`src/rtl/acq_mon_pkg.sv`:
```
// Shared definitions for the acquisition overrun monitor: state encoding,
// sensor bit positions and datapath widths.
package acq_mon_pkg;

  localparam int unsigned SENSOR_COUNT = 6;
  localparam int unsigned TIME_W       = 16;

  localparam int unsigned SNS_EDDY0 = 0;
  localparam int unsigned SNS_EDDY1 = 1;
  localparam int unsigned SNS_EDDY2 = 2;
  localparam int unsigned SNS_EDDY3 = 3;
  localparam int unsigned SNS_ENC   = 4;
  localparam int unsigned SNS_ADC   = 5;

  typedef enum logic [1:0] {
    ST_IDLE = 2'd0,
    ST_ACQ  = 2'd1,
    ST_DONE = 2'd2
  } acq_state_e;

endpackage

```
`src/rtl/sat_counter16.sv`:
```
// Saturating up-counter with synchronous clear; an increment in the same
// cycle as a clear restarts the count at one.
module sat_counter16
  import acq_mon_pkg::*;
(
  input  logic              clk,
  input  logic              rst,
  input  logic              inc_i,
  input  logic              clr_i,
  output logic [TIME_W-1:0] count_o
);

  localparam logic [TIME_W-1:0] CNT_MAX = {TIME_W{1'b1}};

  logic [TIME_W-1:0] count_q;
  logic [TIME_W-1:0] count_d;

  always_comb begin
    count_d = count_q;
    if (clr_i) begin
      count_d = '0;
    end
    if (inc_i) begin
      if (clr_i) begin
        count_d = TIME_W'(1);
      end else if (count_q != CNT_MAX) begin
        count_d = count_q + TIME_W'(1);
      end
    end
  end

  always_ff @(posedge clk) begin
    if (rst) begin
      count_q <= '0;
    end else begin
      count_q <= count_d;
    end
  end

  assign count_o = count_q;

endmodule

```
`src/rtl/acq_overrun_monitor.sv`:
```
// Tracks acquisition windows opened by trigger, records completion times and
// flags overruns. Define ACQ_OVERRUN_IRQ_EN to drive the overrun_irq pulse.
module acq_overrun_monitor
  import acq_mon_pkg::*;
(
  input  logic                    clk,
  input  logic                    rst,
  input  logic                    trigger,
  input  logic [7:0]              en_bits,
  input  logic [SENSOR_COUNT-1:0] done_bits,
  input  logic [TIME_W-1:0]       count_time,
  input  logic                    clear,
  output logic [1:0]              state,
  output logic                    overrun_flag,
  output logic [TIME_W-1:0]       overrun_count,
  output logic [SENSOR_COUNT-1:0] missing_bits,
  output logic [TIME_W-1:0]       last_acq_time,
  output logic [TIME_W-1:0]       max_acq_time,
  output logic                    overrun_irq
);

  acq_state_e              state_q, state_d;
  logic [SENSOR_COUNT-1:0] mask_q, mask_d;
  logic                    flag_q, flag_d;
  logic [SENSOR_COUNT-1:0] miss_q, miss_d;
  logic [TIME_W-1:0]       last_q, last_d;
  logic [TIME_W-1:0]       max_q, max_d;

  logic [SENSOR_COUNT-1:0] snap_c;
  logic [SENSOR_COUNT-1:0] pending_c;
  logic                    all_done_c;
  logic                    complete_c;
  logic                    overrun_c;
  logic                    unused_en;

  assign snap_c     = en_bits[SENSOR_COUNT-1:0];
  assign unused_en  = ^en_bits[7:SENSOR_COUNT];
  assign pending_c  = mask_q & ~done_bits;
  assign all_done_c = (pending_c == '0);
  // Only meaningful once in ACQ, so completion can never fire in the trigger cycle.
  assign complete_c = (state_q == ST_ACQ) && all_done_c;
  assign overrun_c  = (state_q == ST_ACQ) && trigger && !all_done_c;

  always_comb begin
    state_d = state_q;
    mask_d  = mask_q;
    flag_d  = flag_q;
    miss_d  = miss_q;
    last_d  = last_q;
    max_d   = max_q;

    if (clear) begin
      flag_d = 1'b0;
      miss_d = '0;
      max_d  = '0;
    end

    if (complete_c) begin
      last_d = count_time;
      if (!clear && (count_time > max_q)) begin
        max_d = count_time;
      end
      state_d = ST_DONE;
    end

    // Overrun wins over a simultaneous clear.
    if (overrun_c) begin
      flag_d = 1'b1;
      miss_d = pending_c;
    end

    if (trigger) begin
      mask_d  = snap_c;
      state_d = (snap_c == '0) ? ST_IDLE : ST_ACQ;
    end
  end

  always_ff @(posedge clk) begin
    if (rst) begin
      state_q <= ST_IDLE;
      mask_q  <= '0;
      flag_q  <= 1'b0;
      miss_q  <= '0;
      last_q  <= '0;
      max_q   <= '0;
    end else begin
      state_q <= state_d;
      mask_q  <= mask_d;
      flag_q  <= flag_d;
      miss_q  <= miss_d;
      last_q  <= last_d;
      max_q   <= max_d;
    end
  end

  sat_counter16 u_ovr_cnt (
    .clk     (clk),
    .rst     (rst),
    .inc_i   (overrun_c),
    .clr_i   (clear),
    .count_o (overrun_count)
  );

`ifdef ACQ_OVERRUN_IRQ_EN
  logic irq_q;

  always_ff @(posedge clk) begin
    if (rst) begin
      irq_q <= 1'b0;
    end else begin
      irq_q <= overrun_c;
    end
  end

  assign overrun_irq = irq_q;
`else
  assign overrun_irq = 1'b0;
`endif

  assign state         = 2'(state_q);
  assign overrun_flag  = flag_q;
  assign missing_bits  = miss_q;
  assign last_acq_time = last_q;
  assign max_acq_time  = max_q;

endmodule

```
`config.mk`:
```
export PLATFORM = sky130hd
export DESIGN_NAME = acq_overrun_monitor
export DESIGN_NICKNAME = d
export VERILOG_FILES = /design/src/rtl/acq_mon_pkg.sv /design/src/rtl/sat_counter16.sv /design/src/rtl/acq_overrun_monitor.sv
export SDC_FILE = /design/constraint.sdc
export NUM_CORES = 1
export LEC_CHECK = 0
export CELL_PAD_IN_SITES_DETAIL_PLACEMENT = 0
export CELL_PAD_IN_SITES_GLOBAL_PLACEMENT = 1
export CORE_ASPECT_RATIO = 1.1
export CORE_MARGIN = 2
export CORE_UTILIZATION = 38
export DETAILED_ROUTE_END_ITERATION = 10
export PLACE_DENSITY = 0.92
export SLEW_MARGIN = 20
export SYNTH_ARGS = -nofsm -noshare
export SYNTH_HDL_FRONTEND = slang
export SYNTH_SLANG_ARGS = --single-unit
export TNS_END_PERCENT = 50
```
`constraint.sdc`:
```
create_clock -name clk -period 3 [get_ports clk]
set_input_delay 0.45 -clock clk [delete_from_list [all_inputs] [get_ports clk]]
set_output_delay 0.45 -clock clk [all_outputs]
set_load 0.01 [all_outputs]
```
* Yosys cells after proc, flatten, opt, wreduce, memory -nomap -nowiden *
Index checks and enable logic that the tools add are counted.

word-level totals
  bits of input ports = 34
  output and inout port bits = 58
  register bits after elaboration = 63

operators by class
  equal/unequal tests = 2
  reduce and logical (&&, ||, !) cells = 10
  add/subtract/negate cells = 1
  multiplexer cells = 14
  bitwise gates (word level) = 2
  $lt $le $gt $ge = 1

operator list
  kind                   number
  $mux 16                7
  $add 16x1->16 const B  1
  $gt 16x16->1           1
  $ne 16x16->1 const B   1
  $logic_not 6->1        2
  $mux 6                 2
  $and 6x6->6            1
  $not 6->6              1
  $logic_and 1x1->1      4
  $mux 2                 2
  $reduce_bool 2->1      2
  $mux 1                 3
  $eq 2x1->1 const B     1
  $logic_not 1->1        2

* Depth between registers and ports, before layout *
Gate-level depths: netlist of run 1.

  depth in word-level cells = 6
  mapped depth = 8
  depth with buffers taken out = 7

* Hierarchy *
Synthesis of run 1 repeated with hierarchy kept, for this count alone.

unflattened totals
  cells, all modules = 351
  area total of the unflattened synthesis = 3170.5 µm²

by module, submodules not included
  module               cells an instance  instances  area an instance (µm²)
  acq_overrun_monitor  252                1          2306.0
  sat_counter16        99                 1          864.6

* Worst setup path before layout of run 1 *
No wires, ideal clock.

  path kind = input-to-reg
  start = input port count_time[1]
  end = register max_q[10], in the netlist max_acq_time[10]
  buffers on the path = 1
  setup time = 72 ps
  data arrival time = 1992 ps
  setup slack = 937 ps
  cell stages on the path = 7
  cell sequence = ha_1 -> nor2b_1 -> o211ai_1 -> a2111o_1 -> a31oi_4 -> buf_6 -> mux2i_1

between the ends
  longest elaborated chain between the ends = 4

ends and longest elaborated chain
  what                    RTL line                   text
  start: declaration      acq_overrun_monitor.sv:11  input logic [TIME_W-1:0] count_time,
  $gt 16x16->1            acq_overrun_monitor.sv:60  if (!clear && (count_time > max_q)) begin
  $logic_and 1x1->1       acq_overrun_monitor.sv:60
  $mux 16                 acq_overrun_monitor.sv:60
  $mux 16                 acq_overrun_monitor.sv:58  if (complete_c) begin
  end signal: assignment  acq_overrun_monitor.sv:92  max_q <= max_d;
  end: declaration        acq_overrun_monitor.sv:27  logic [TIME_W-1:0] max_q, max_d;

No other way between the ends.
A chain may end at the register's enable or synchronous reset.

* Worst setup path after layout of run 1 *
  start = input port count_time[1]
  end = register max_q[13], in the netlist max_acq_time[13]

Same word-level chain as after synthesis.

==> PnR_summary.wiki, run 1 <==
{| class="wikitable"
! Metric !! Value
|-
| Critical path data required time || 3.25 ns
|-
| Die Y || 100.1 µm
|-
| Clock period minus final worst setup slack || 2.578 ns
|-
| Share of post-route cells with drive strength above 1 || 6.292%
|-
| Most common cell after layout, fill and taps aside || clkdlybuf4s50_1
|-
| Synth Register Bits || 63
|-
| Run status || finished clean
|-
| Hold crit path type || flip-flop to flip-flop
|-
| Setup slack on the worst flop-to-flop path || 0.64 ns
|-
| Power density over the cells || 426.3 nW/µm²
|-
| Worst-margin pin slew || 0.8514 ns
|-
| Hold buffers post-CTS || 0
|-
| Number of top-level pins || 92
|-
| Startpoint of the tightest hold check path || max_acq_time[4]
|-
| Fin. max-slew vios || 0
|-
| Wire length of the first global-routing pass || 12,500 µm
|-
| Total negative setup slack || 0 ns
|-
| Count of cells along the worst register-to-register path || 7
|-
| Number of levels in the clock H-tree || 3
|-
| Area growth from synthesis to layout || 36.09%
|-
| Commonest cells after routing, fill and taps aside || clkdlybuf4s50_1 (87), dfxtp_1 (63), mux2i_1 (47), nand2_1 (40), nor2_1 (28)
|-
| Number of DRC violations after detailed-routing iteration 0 || 92
|-
| Hold worst-path end || max_acq_time[4]
|-
| Count of maximum capacitance violations || 0
|-
| Number of enable flip-flop cells after synthesis || 0
|-
| Portion of the post-synthesis area used by sequential elements || 39.50%
|-
| Number of cells produced by synthesis || 356
|-
| Final worst clock skew || 0.009872 ns
|-
| Post-synthesis async set-or-reset flop share || 0%
|-
| Kind of start point of the critical path || input pin
|-
| WL final || 7602 µm
|-
| Top FF cell, synth || dfxtp_1
|-
| Diodes inserted || 0
|-
| Total via count after detailed routing || 2,804
|-
| RSZ-0062 raised after global routing || false
|-
| Initial Utilization || 38.58%
|-
| WHS Path Cells || 2
|-
| Detail-routed via count per cell || 5.043
|-
| Synth unique cells || 39
|-
| Overall overflow remaining after global route || 0
|-
| Antenna violations before repair || 0
|-
| Largest net degree at the start of global routing || 40
|-
| Data arrival time at the worst-slack endpoint || 2.83 ns
|-
| Number of warning messages in the yosys log || 0
|-
| Maximum buffer depth of the clock tree || 2
|-
| Count of unresolved DRC violations after routing || 0
|-
| Total design power || 1.852 mW
|-
| RD Place Congestion || 0.7794
|-
| Highest ir drop seen on vdd || 0.3913 mV
|-
| Floorplan die area || 9153 µm²
|-
| TritonCTS clock tree || built
|-
| Net count of the mapped netlist || 407
|-
| Total track usage || 16.83%
|-
| Standard-cell row count || 35
|-
| Floorplan Core Area || 8277 µm²
|-
| Kind of capture point of the worst setup path || flip-flop
|-
| Number of setup violations in the final report || 0
|-
| Detail Placement HPWL || 5524 µm
|-
| Slew margin rel. || 42.81%
|-
| Critical setup path kind || input pin to flip-flop
|-
| Setup repair bufs after CTS || 0
|-
| Peak clock frequency supported by timing || 0.3879 GHz
|-
| Leak pwr || 1.478 nW
|-
| Detailed-route wire length per cell || 13.67 µm
|-
| Clock net sink count || 63
|-
| Mean area per synthesized cell || 8.969 µm²
|-
| Fraction of the cycle the final worst path needs || 85.92%
|-
| Worst-Skew Late Latency || 0.33 ns
|-
| Overall die width || 91.40 µm
|-
| Number of instances resized during post-cts repair || 0
|-
| Number of CTS-inserted buffers || 9
|-
| Number of detailed-route iterations in the first pass || 4
|-
| Antenna-violating nets left || 0
|-
| Endpoint of the worst-slack reg-to-reg timing path || max_acq_time[13]
|-
| Final-report hold violation count || 0
|-
| Buffers added on ports || 88
|-
| Reg-to-reg critical path startpoint || max_acq_time[1]
|-
| Register clock-pin slew on the reported worst setup and hold paths || 0.07 ns
|-
| Largest fanout on the critical path || 16
|-
| Netlist Area Pre-Place || 3193 µm²
|-
| Clock root buffer || clkbuf_8
|-
| Net count of the finished layout || 491
|-
| Number of global-route vias before repair || 2,660
|}
## critical path: stages
cell and delay [ns]:
clkdlybuf4s50_1 0.46, ha_1 0.32, nor2b_1 0.13, o211ai_1 0.12, a2111o_1 0.42, a31oi_4 0.64, mux2i_1 0.29
## state kept, by name, summed over array words and instances (netlist names)
signal and cells:
last_acq_time 16, mask_q 6, max_acq_time 16, missing_bits 6, overrun_flag 1, state 2, u_ovr_cnt.count_o 16
## cells in the mapped netlist, types with 5 or more instances
cell type / n / area share [%]
dfxtp_1: 63 / 39
mux2i_1: 47 / 15
nand2_1: 40 / 4.7
nor2_1: 29 / 3.4
a21oi_1: 22 / 3.4
inv_1: 18 / 2.1
ha_1: 17 / 6.7
nand2b_1: 17 / 3.3
clkbuf_1: 11 / 1.3
nor2b_1: 10 / 2.0
or3_1: 10 / 2.0
nand4_1: 9 / 1.8
nor4_1: 9 / 1.8
nand3b_1: 7 / 1.6
nand3_1: 5 / 0.78
## cells by family (layout without fill, tap and decap cells)
| kind of cell | Yosys count | after routing | share of synthesized area (%) |
|---|---|---|---|
| flip-flops | 63 | 63 | 39.50 |
| AND/OR/NAND/NOR | 152 | 152 | 26.06 |
| other | 1 | 1 | 0.1174 |
| buffers and inverters | 38 | 127 | 5.407 |
| adder cells (fa/ha/maj) | 17 | 17 | 6.661 |
| AO/OA/AOI/OAI | 38 | 38 | 7.524 |
| multiplexers | 47 | 47 | 14.73 |
## report_power, final
part / switching, mW / internal (mW) / leakage, nW / total (mW)
Combinational: 0.119 / 0.134 / 0.867 / 0.253
Sequential: 0.0132 / 0.859 / 0.511 / 0.873
Clock: 0.324 / 0.403 / 0.100 / 0.727
Total: 0.456 / 1.40 / 1.48 / 1.85
## metal layers
metal  global-route usage, %  routed length [µm]  part of all wire (%)
met2                   28.73                3674                    48
met3                   4.730                 471                   6.2
met4                   5.594                  74                  0.97
met5                       0                   0                     0
met1                   20.47                3380                    44
## worst max-delay path by stage
stage                               from          endpoint  slack, ns
after floorplan            count_time[1]  max_acq_time[10]       0.94
after global placement     count_time[1]   max_acq_time[0]       0.14
after detailed placement   count_time[1]  max_acq_time[13]       0.07
after CTS                  count_time[1]  max_acq_time[13]       0.40
after global routing      count_time[14]  max_acq_time[13]       0.33
final                      count_time[1]  max_acq_time[13]       0.42
## area by class of cell
class / count / area, µm²
clock inverters: 4 / 45.04
clock buffers: 12 / 145.1
flip-flops and latches: 63 / 1261
well taps: 111 / 138.9
inverters: 18 / 67.56
repair buffers: 93 / 925.9
multi-input cells: 255 / 1762
fillers: 763 / 3931
## stage by stage
stage                     area [µm²]  worst slack [ns]  utilization (%)  std cells  hold slack (ns)
after floorplan                 3193            0.9369                -        356           0.4520
after global placement          4155            0.1368            50.20        540           0.4571
after detailed placement        4155           0.06950            50.20        540           0.4668
after CTS                       4345            0.4025            52.50        556           0.4760
after global routing            4345            0.3314            52.50        556           0.4825
final                           4345            0.4223            52.50        556           0.4762
No activity file was read; power rests on OpenSTA's default activity.
==> run 2, diff against run 1 <==
--- a/config.mk
+++ b/config.mk
@@ -11,6 +11,7 @@
 export CORE_MARGIN = 2
 export CORE_UTILIZATION = 38
 export DETAILED_ROUTE_END_ITERATION = 10
+export GPL_TIMING_DRIVEN = 0
 export PLACE_DENSITY = 0.92
 export SLEW_MARGIN = 20
 export SYNTH_ARGS = -nofsm -noshare
==> run 2 against run 1 <==
Against the previous run: routed wire length rose by 2.7%; clock power fell by 14%; first-iteration DRC count fell by 27%; global-route usage rose by 0.88 points; sequential power barely moved; via count rose by 1.1%; clock skew fell by 0.0068 ns; total power fell by 5.2%; worst hold slack got worse by 0.0066 ns; sequential cell count did not move; cell count rose by 2.3%; maximum frequency rose by 5.8%.
==> PnR_summary.wiki, run 2 (synthesized netlist as in run 1, its figures left out) <==
{| class="wikitable"
! Metric !! Value
|-
| Setup repair bufs after CTS || 0
|-
| Power density over the cells || 402.7 nW/µm²
|-
| Fraction of the cycle the final worst path needs || 81.18%
|-
| Worst-case setup slack after placement || 0.1979 ns
|-
| WHS Path Cells || 2
|-
| Count of maximum capacitance violations || 0
|-
| Final std cells w/o fill || 569
|-
| Register clock-pin slew on the reported worst setup and hold paths || 0.06 ns
|-
| Final worst clock skew || 0.003121 ns
|-
| Clock period minus final worst setup slack || 2.435 ns
|-
| Initial Utilization || 38.58%
|-
| Setup slack of the critical path after layout || 0.5647 ns
|-
| Leak pwr || 1.478 nW
|-
| Clock root buffer || clkbuf_8
|-
| Final-report hold violation count || 0
|-
| Reg-to-reg critical path startpoint || max_acq_time[1]
|-
| Critical path data required time || 3.26 ns
|-
| Wire length of the first global-routing pass || 12,990 µm
|-
| Startpoint of the tightest hold check path || overrun_flag
|-
| GR Util met2 || 29.47%
|-
| Number of instances resized during post-cts repair || 0
|-
| Data arrival time at the worst-slack endpoint || 2.70 ns
|-
| Hold buffers post-CTS || 0
|-
| Fin. max-slew vios || 0
|-
| Detail Placement HPWL || 5904 µm
|-
| Number of detailed-route iterations in the first pass || 4
|-
| Largest net degree at the start of global routing || 11
|-
| Standard-cell row count || 35
|-
| Total design power || 1.756 mW
|-
| Commonest cells after routing, fill and taps aside || clkdlybuf4s50_1 (87), dfxtp_1 (63), mux2i_1 (47), nand2_1 (40), nor2_1 (29)
|-
| Endpoint of the worst-slack reg-to-reg timing path || max_acq_time[13]
|-
| Antenna violations before repair || 0
|-
| Hold worst-path end || overrun_flag
|-
| Number of CTS-inserted buffers || 9
|-
| Largest fanout on the critical path || 10
|-
| Slew margin rel. || 63.78%
|-
| TritonCTS clock tree || built
|-
| Met3 capacity usage during global routing || 6.982%
|-
| Detailed-route wire length per cell || 13.72 µm
|-
| Kind of capture point of the worst setup path || flip-flop
|-
| Total via count after detailed routing || 2,834
|-
| Met1 global-route usage || 20.61%
|-
| Diodes inserted || 0
|-
| Hold crit path type || flip-flop to flip-flop
|-
| Count of fill cells added during filler insertion || 787
|-
| Critical setup path kind || input pin to flip-flop
|-
| RSZ-0062 raised after global routing || false
|-
| Kind of start point of the critical path || input pin
|-
| Buffers added on ports || 87
|-
| Detail-routed via count per cell || 4.981
|-
| Share of post-route cells with drive strength above 1 || 5.677%
|-
| Floorplan Core Area || 8277 µm²
|-
| Cell count after placement || 554
|-
| Number of global-route vias before repair || 2,808
|-
| Maximum buffer depth of the clock tree || 2
|-
| Clock net sink count || 63
|-
| Peak clock frequency supported by timing || 0.4106 GHz
|-
| Most common cell after layout, fill and taps aside || clkdlybuf4s50_1
|-
| Run status || finished clean
|-
| Overall overflow remaining after global route || 0
|-
| WL final || 7808 µm
|-
| Floorplan die area || 9153 µm²
|-
| Count of cells along the worst register-to-register path || 8
|-
| Worst hold-check slack || 0.4697 ns
|-
| Global-route layer with the greatest usage || met2
|-
| RD Place Congestion || 0.8239
|-
| Number of setup violations in the final report || 0
|-
| Overall die width || 91.40 µm
|-
| Highest ir drop seen on vdd || 0.3284 mV
|-
| Number of top-level pins || 92
|-
| Number of levels in the clock H-tree || 3
|-
| Worst-Skew Late Latency || 0.33 ns
|-
| Worst-margin pin slew || 0.5433 ns
|-
| Total track usage || 17.71%
|-
| Net count of the finished layout || 505
|-
| Count of unresolved DRC violations after routing || 0
|-
| Total negative setup slack || 0 ns
|-
| Area growth from synthesis to layout || 36.56%
|-
| Number of DRC violations after detailed-routing iteration 0 || 67
|-
| Antenna-violating nets left || 0
|-
| Die Y || 100.1 µm
|-
| Setup slack on the worst flop-to-flop path || 0.78 ns
|}
## run 2: changes by cell type in the layout (fill, tap and decap cells not counted), sizes merged
cell    change
buf         +3
bufinv      -1
clkbuf     +13
clkinv      -2
## run 2: layout make-up
cell class,instances,area [µm²],area share (%)
inverters,18,67.56,1.549
repair buffers,87,870.8,19.97
flip-flops and latches,63,1261,28.92
plain buffers,20,105.1,2.410
multi-input cells,255,1759,40.34
clock inverters,1,5.005,0.1148
well taps,111,138.9,3.185
clock buffers,14,152.6,3.501
## run 2: critical path, cell delays in order
cell and delay [ns]:
clkdlybuf4s50_1 0.46, ha_1 0.32, nor2b_1 0.15, o211ai_1 0.10
a2111o_1 0.41, a31oi_4 0.36, buf_6 0.24, mux2i_1 0.21
## run 2: per-layer routing
metal | up-vias | part of all wire, %
met5 | - | 0
met4 | 0 | 1.7
met3 | 14 | 7.6
met2 | 77 | 47
met1 | 1305 | 43
li1 | 1438 | -
## run 2: per-stage QoR
step | cell area (µm²) | utilization [%]
finish | 4360 | 52.68
global route | 4360 | 52.68
CTS | 4360 | 52.68
detailed placement | 4203 | 50.78
global placement | 4203 | 50.78
floorplan | 3193 | -
## run 2: worst max path at each step
stage	from	end	slack, ns	cells after the start
final	count_time[1]	max_acq_time[13]	0.56	8
after global routing	count_time[14]	max_acq_time[7]	0.47	7
after global placement	count_time[1]	max_acq_time[9]	0.25	8
after CTS	count_time[1]	max_acq_time[13]	0.55	8
after detailed placement	count_time[14]	max_acq_time[13]	0.20	7
after floorplan	count_time[1]	max_acq_time[10]	0.94	7
## run 2: where the power goes
part | total, mW | leakage (nW) | internal (mW) | switching, mW
clock network | 0.627 | 0.0805 | 0.318 | 0.309
registers | 0.873 | 0.511 | 0.860 | 0.0128
logic | 0.256 | 0.886 | 0.134 | 0.122
total | 1.76 | 1.48 | 1.31 | 0.444
==> run 3, diff against run 2 <==
--- a/config.mk
+++ b/config.mk
@@ -9,10 +9,10 @@
 export CELL_PAD_IN_SITES_GLOBAL_PLACEMENT = 1
 export CORE_ASPECT_RATIO = 1.1
 export CORE_MARGIN = 2
-export CORE_UTILIZATION = 38
+export CORE_UTILIZATION = 35
 export DETAILED_ROUTE_END_ITERATION = 10
 export GPL_TIMING_DRIVEN = 0
-export PLACE_DENSITY = 0.92
+export PLACE_DENSITY = 0.87
 export SLEW_MARGIN = 20
 export SYNTH_ARGS = -nofsm -noshare
 export SYNTH_HDL_FRONTEND = slang
==> constraint.sdc (replaced) <==
create_clock -name clk -period 2.4 [get_ports clk]
set_input_delay 0.36 -clock clk [delete_from_list [all_inputs] [get_ports clk]]
set_output_delay 0.36 -clock clk [all_outputs]
set_load 0.01 [all_outputs]
==> run 3 against run 2 <==
Against the previous run: routed wire length up 3.4%; sequential power is 25% higher; critical endpoint is now max_acq_time[9]; clock power increased by 69%; register-to-register slack worse by 0.47 ns; largest power group unchanged; die area grew 8.2%; worst hold slack got worse by 0.085 ns; non-clock buffer count increased by 2; sequential cell count unchanged; critical path depth is the same; clock-buffer cell count down 1; sequential share of layout area down 0.55 points; worst setup slack got worse by 0.37 ns.
==> PnR_summary.wiki, run 3 (synthesized netlist as in run 1, its figures left out) <==
{| class="wikitable"
! Metric !! Value
|-
| Die Y || 104.2 µm
|-
| Maximum buffer depth of the clock tree || 2
|-
| Timing endpoint of the critical path || max_acq_time[9]
|-
| Final worst clock skew || 0.005086 ns
|-
| Register area || 1261 µm²
|-
| Startpoint of the worst setup timing path || count_time[14]
|-
| Endpoint of the worst-slack reg-to-reg timing path || max_acq_time[9]
|-
| Number of detailed-route iterations in the first pass || 4
|-
| Wire length of the first global-routing pass || 13,840 µm
|-
| Detail Placement HPWL || 6007 µm
|-
| Total track usage || 17.60%
|-
| Power density over the cells || 557.0 nW/µm²
|-
| Count of unresolved DRC violations after routing || 0
|-
| Overall die width || 95.07 µm
|-
| Slew margin rel. || 65.11%
|-
| Standard-cell row count || 36
|-
| Share of post-route cells with drive strength above 1 || 6.725%
|-
| Hold crit path type || input pin to flip-flop
|-
| Antenna-violating nets left || 0
|-
| TritonCTS clock tree || built
|-
| Count of cells along the worst register-to-register path || 8
|-
| DP Area || 4207 µm²
|-
| Floorplan die area || 9904 µm²
|-
| Detailed-route wire length per cell || 14.04 µm
|-
| Diodes inserted || 0
|-
| Number of instances resized during post-cts repair || 0
|-
| Number of levels in the clock H-tree || 3
|-
| Leak pwr || 1.522 nW
|-
| Reg-to-reg critical path startpoint || max_acq_time[11]
|-
| Worst hold-check slack || 0.3846 ns
|-
| Total via count after detailed routing || 2,856
|-
| Setup slack on the worst flop-to-flop path || 0.31 ns
|-
| Highest ir drop seen on vdd || 0.2631 mV
|-
| Overall overflow remaining after global route || 0
|-
| Peak clock frequency supported by timing || 0.4536 GHz
|-
| Number of top-level pins || 92
|-
| Final standard cell area without fillers || 4446 µm²
|-
| Fraction of the cycle the final worst path needs || 91.85%
|-
| Final-report hold violation count || 0
|-
| Clock net sink count || 63
|-
| Initial Utilization || 35.98%
|-
| Worst-margin pin slew || 0.5234 ns
|-
| Largest net degree at the start of global routing || 11
|-
| Fin. max-slew vios || 0
|-
| Area growth from synthesis to layout || 39.22%
|-
| Register clock-pin slew on the reported worst setup and hold paths || 0.07 ns
|-
| Buffers added on ports || 87
|-
| Count of fill cells added during filler insertion || 842
|-
| RSZ-0062 raised after global routing || false
|-
| Critical path data required time || 2.63 ns
|-
| Detail-routed via count per cell || 4.967
|-
| Antenna violations before repair || 0
|-
| Number of CTS-inserted buffers || 9
|-
| Kind of start point of the critical path || input pin
|-
| Number of global-route vias before repair || 2,841
|-
| Total negative setup slack || 0 ns
|-
| Net count of the finished layout || 507
|-
| Area of the multi-input gates || 1759 µm²
|-
| Number of setup violations in the final report || 0
|-
| Floorplan Core Area || 8874 µm²
|-
| Data arrival time at the worst-slack endpoint || 2.43 ns
|-
| Number of DRC violations after detailed-routing iteration 0 || 54
|-
| RD Place Congestion || 0.7705
|-
| WL final || 8073 µm
|-
| Critical setup path kind || input pin to flip-flop
|-
| Commonest cells after routing, fill and taps aside || clkdlybuf4s50_1 (87), dfxtp_1 (63), mux2i_1 (47), nand2_1 (40), nor2_1 (29)
|-
| Run status || finished clean
|-
| Count of maximum capacitance violations || 0
|-
| Largest fanout on the critical path || 10
|-
| Worst-Skew Late Latency || 0.35 ns
|-
| Clock period minus final worst setup slack || 2.204 ns
|-
| Most common cell after layout, fill and taps aside || clkdlybuf4s50_1
|-
| Kind of capture point of the worst setup path || flip-flop
|-
| Clock root buffer || clkbuf_8
|}
[run 3: cell types whose count changed in the layout (fill, tap and decap cells not counted)]
cell / change
bufinv_16: +2
clkbuf_1: -2
clkbuf_8: +1
buf_4: +2
[run 3: worst max-delay path, stage by stage]
cell and delay [ns]:
clkdlybuf4s50_1 0.46, ha_1 0.36, nand4_2 0.15, or4_1 0.59
nand4_2 0.15, a31oi_4 0.05, buf_6 0.19, mux2i_1 0.13
[run 3: timing repair]
item                       CTS  global route
hold buffers                 0             0
setup buffers                0             2
setup endpoints to repair    0            10
[run 3: worst min path at each step]
stage                            end  slack, ns             start  cells after the start
detailed placement   max_acq_time[5]       0.46   max_acq_time[5]                      2
CTS                         state[1]       0.37           trigger                      2
global route                state[1]       0.39           trigger                      2
global placement    max_acq_time[12]       0.46  max_acq_time[12]                      2
finish                      state[1]       0.38           trigger                      2
floorplan                  mask_q[0]       0.45         mask_q[0]                      2
[run 3: report_power, final]
group / total [mW] / switching [mW] / internal (mW) / leakage (nW)
registers: 1.09 / 0.0163 / 1.07 / 0.511
logic: 0.325 / 0.155 / 0.170 / 0.897
clock network: 1.06 / 0.420 / 0.641 / 0.114
total: 2.48 / 0.591 / 1.89 / 1.52
[run 3: area by class of cell]
cell class	instances	area share [%]
multi-input combinational	255	39.57
sequential	63	28.37
timing repair buffer	89	19.93
clock buffer	13	3.574
tap	114	3.209
buffer	20	2.364
inverter	18	1.520
clock inverter	3	1.464
[run 3: layer usage]
metal	vias up	share of wire (%)	track usage, %
met5	-	0	0
met4	0	1.4	6.522
met3	10	5.5	4.348
met2	79	49	28.52
met1	1321	45	22.28
li1	1446	-	-
[run 3: per-stage QoR]
stage,power [mW],worst slack [ns],utilization (%),instances
after CTS,2.506,0.003620,49.93,573
after floorplan,1.288,0.3568,-,356
after global routing,2.578,0.06007,50.10,575
after global placement,1.434,-0.3124,47.41,557
final,2.476,0.1956,50.10,575
after detailed placement,1.441,-0.3511,47.41,557
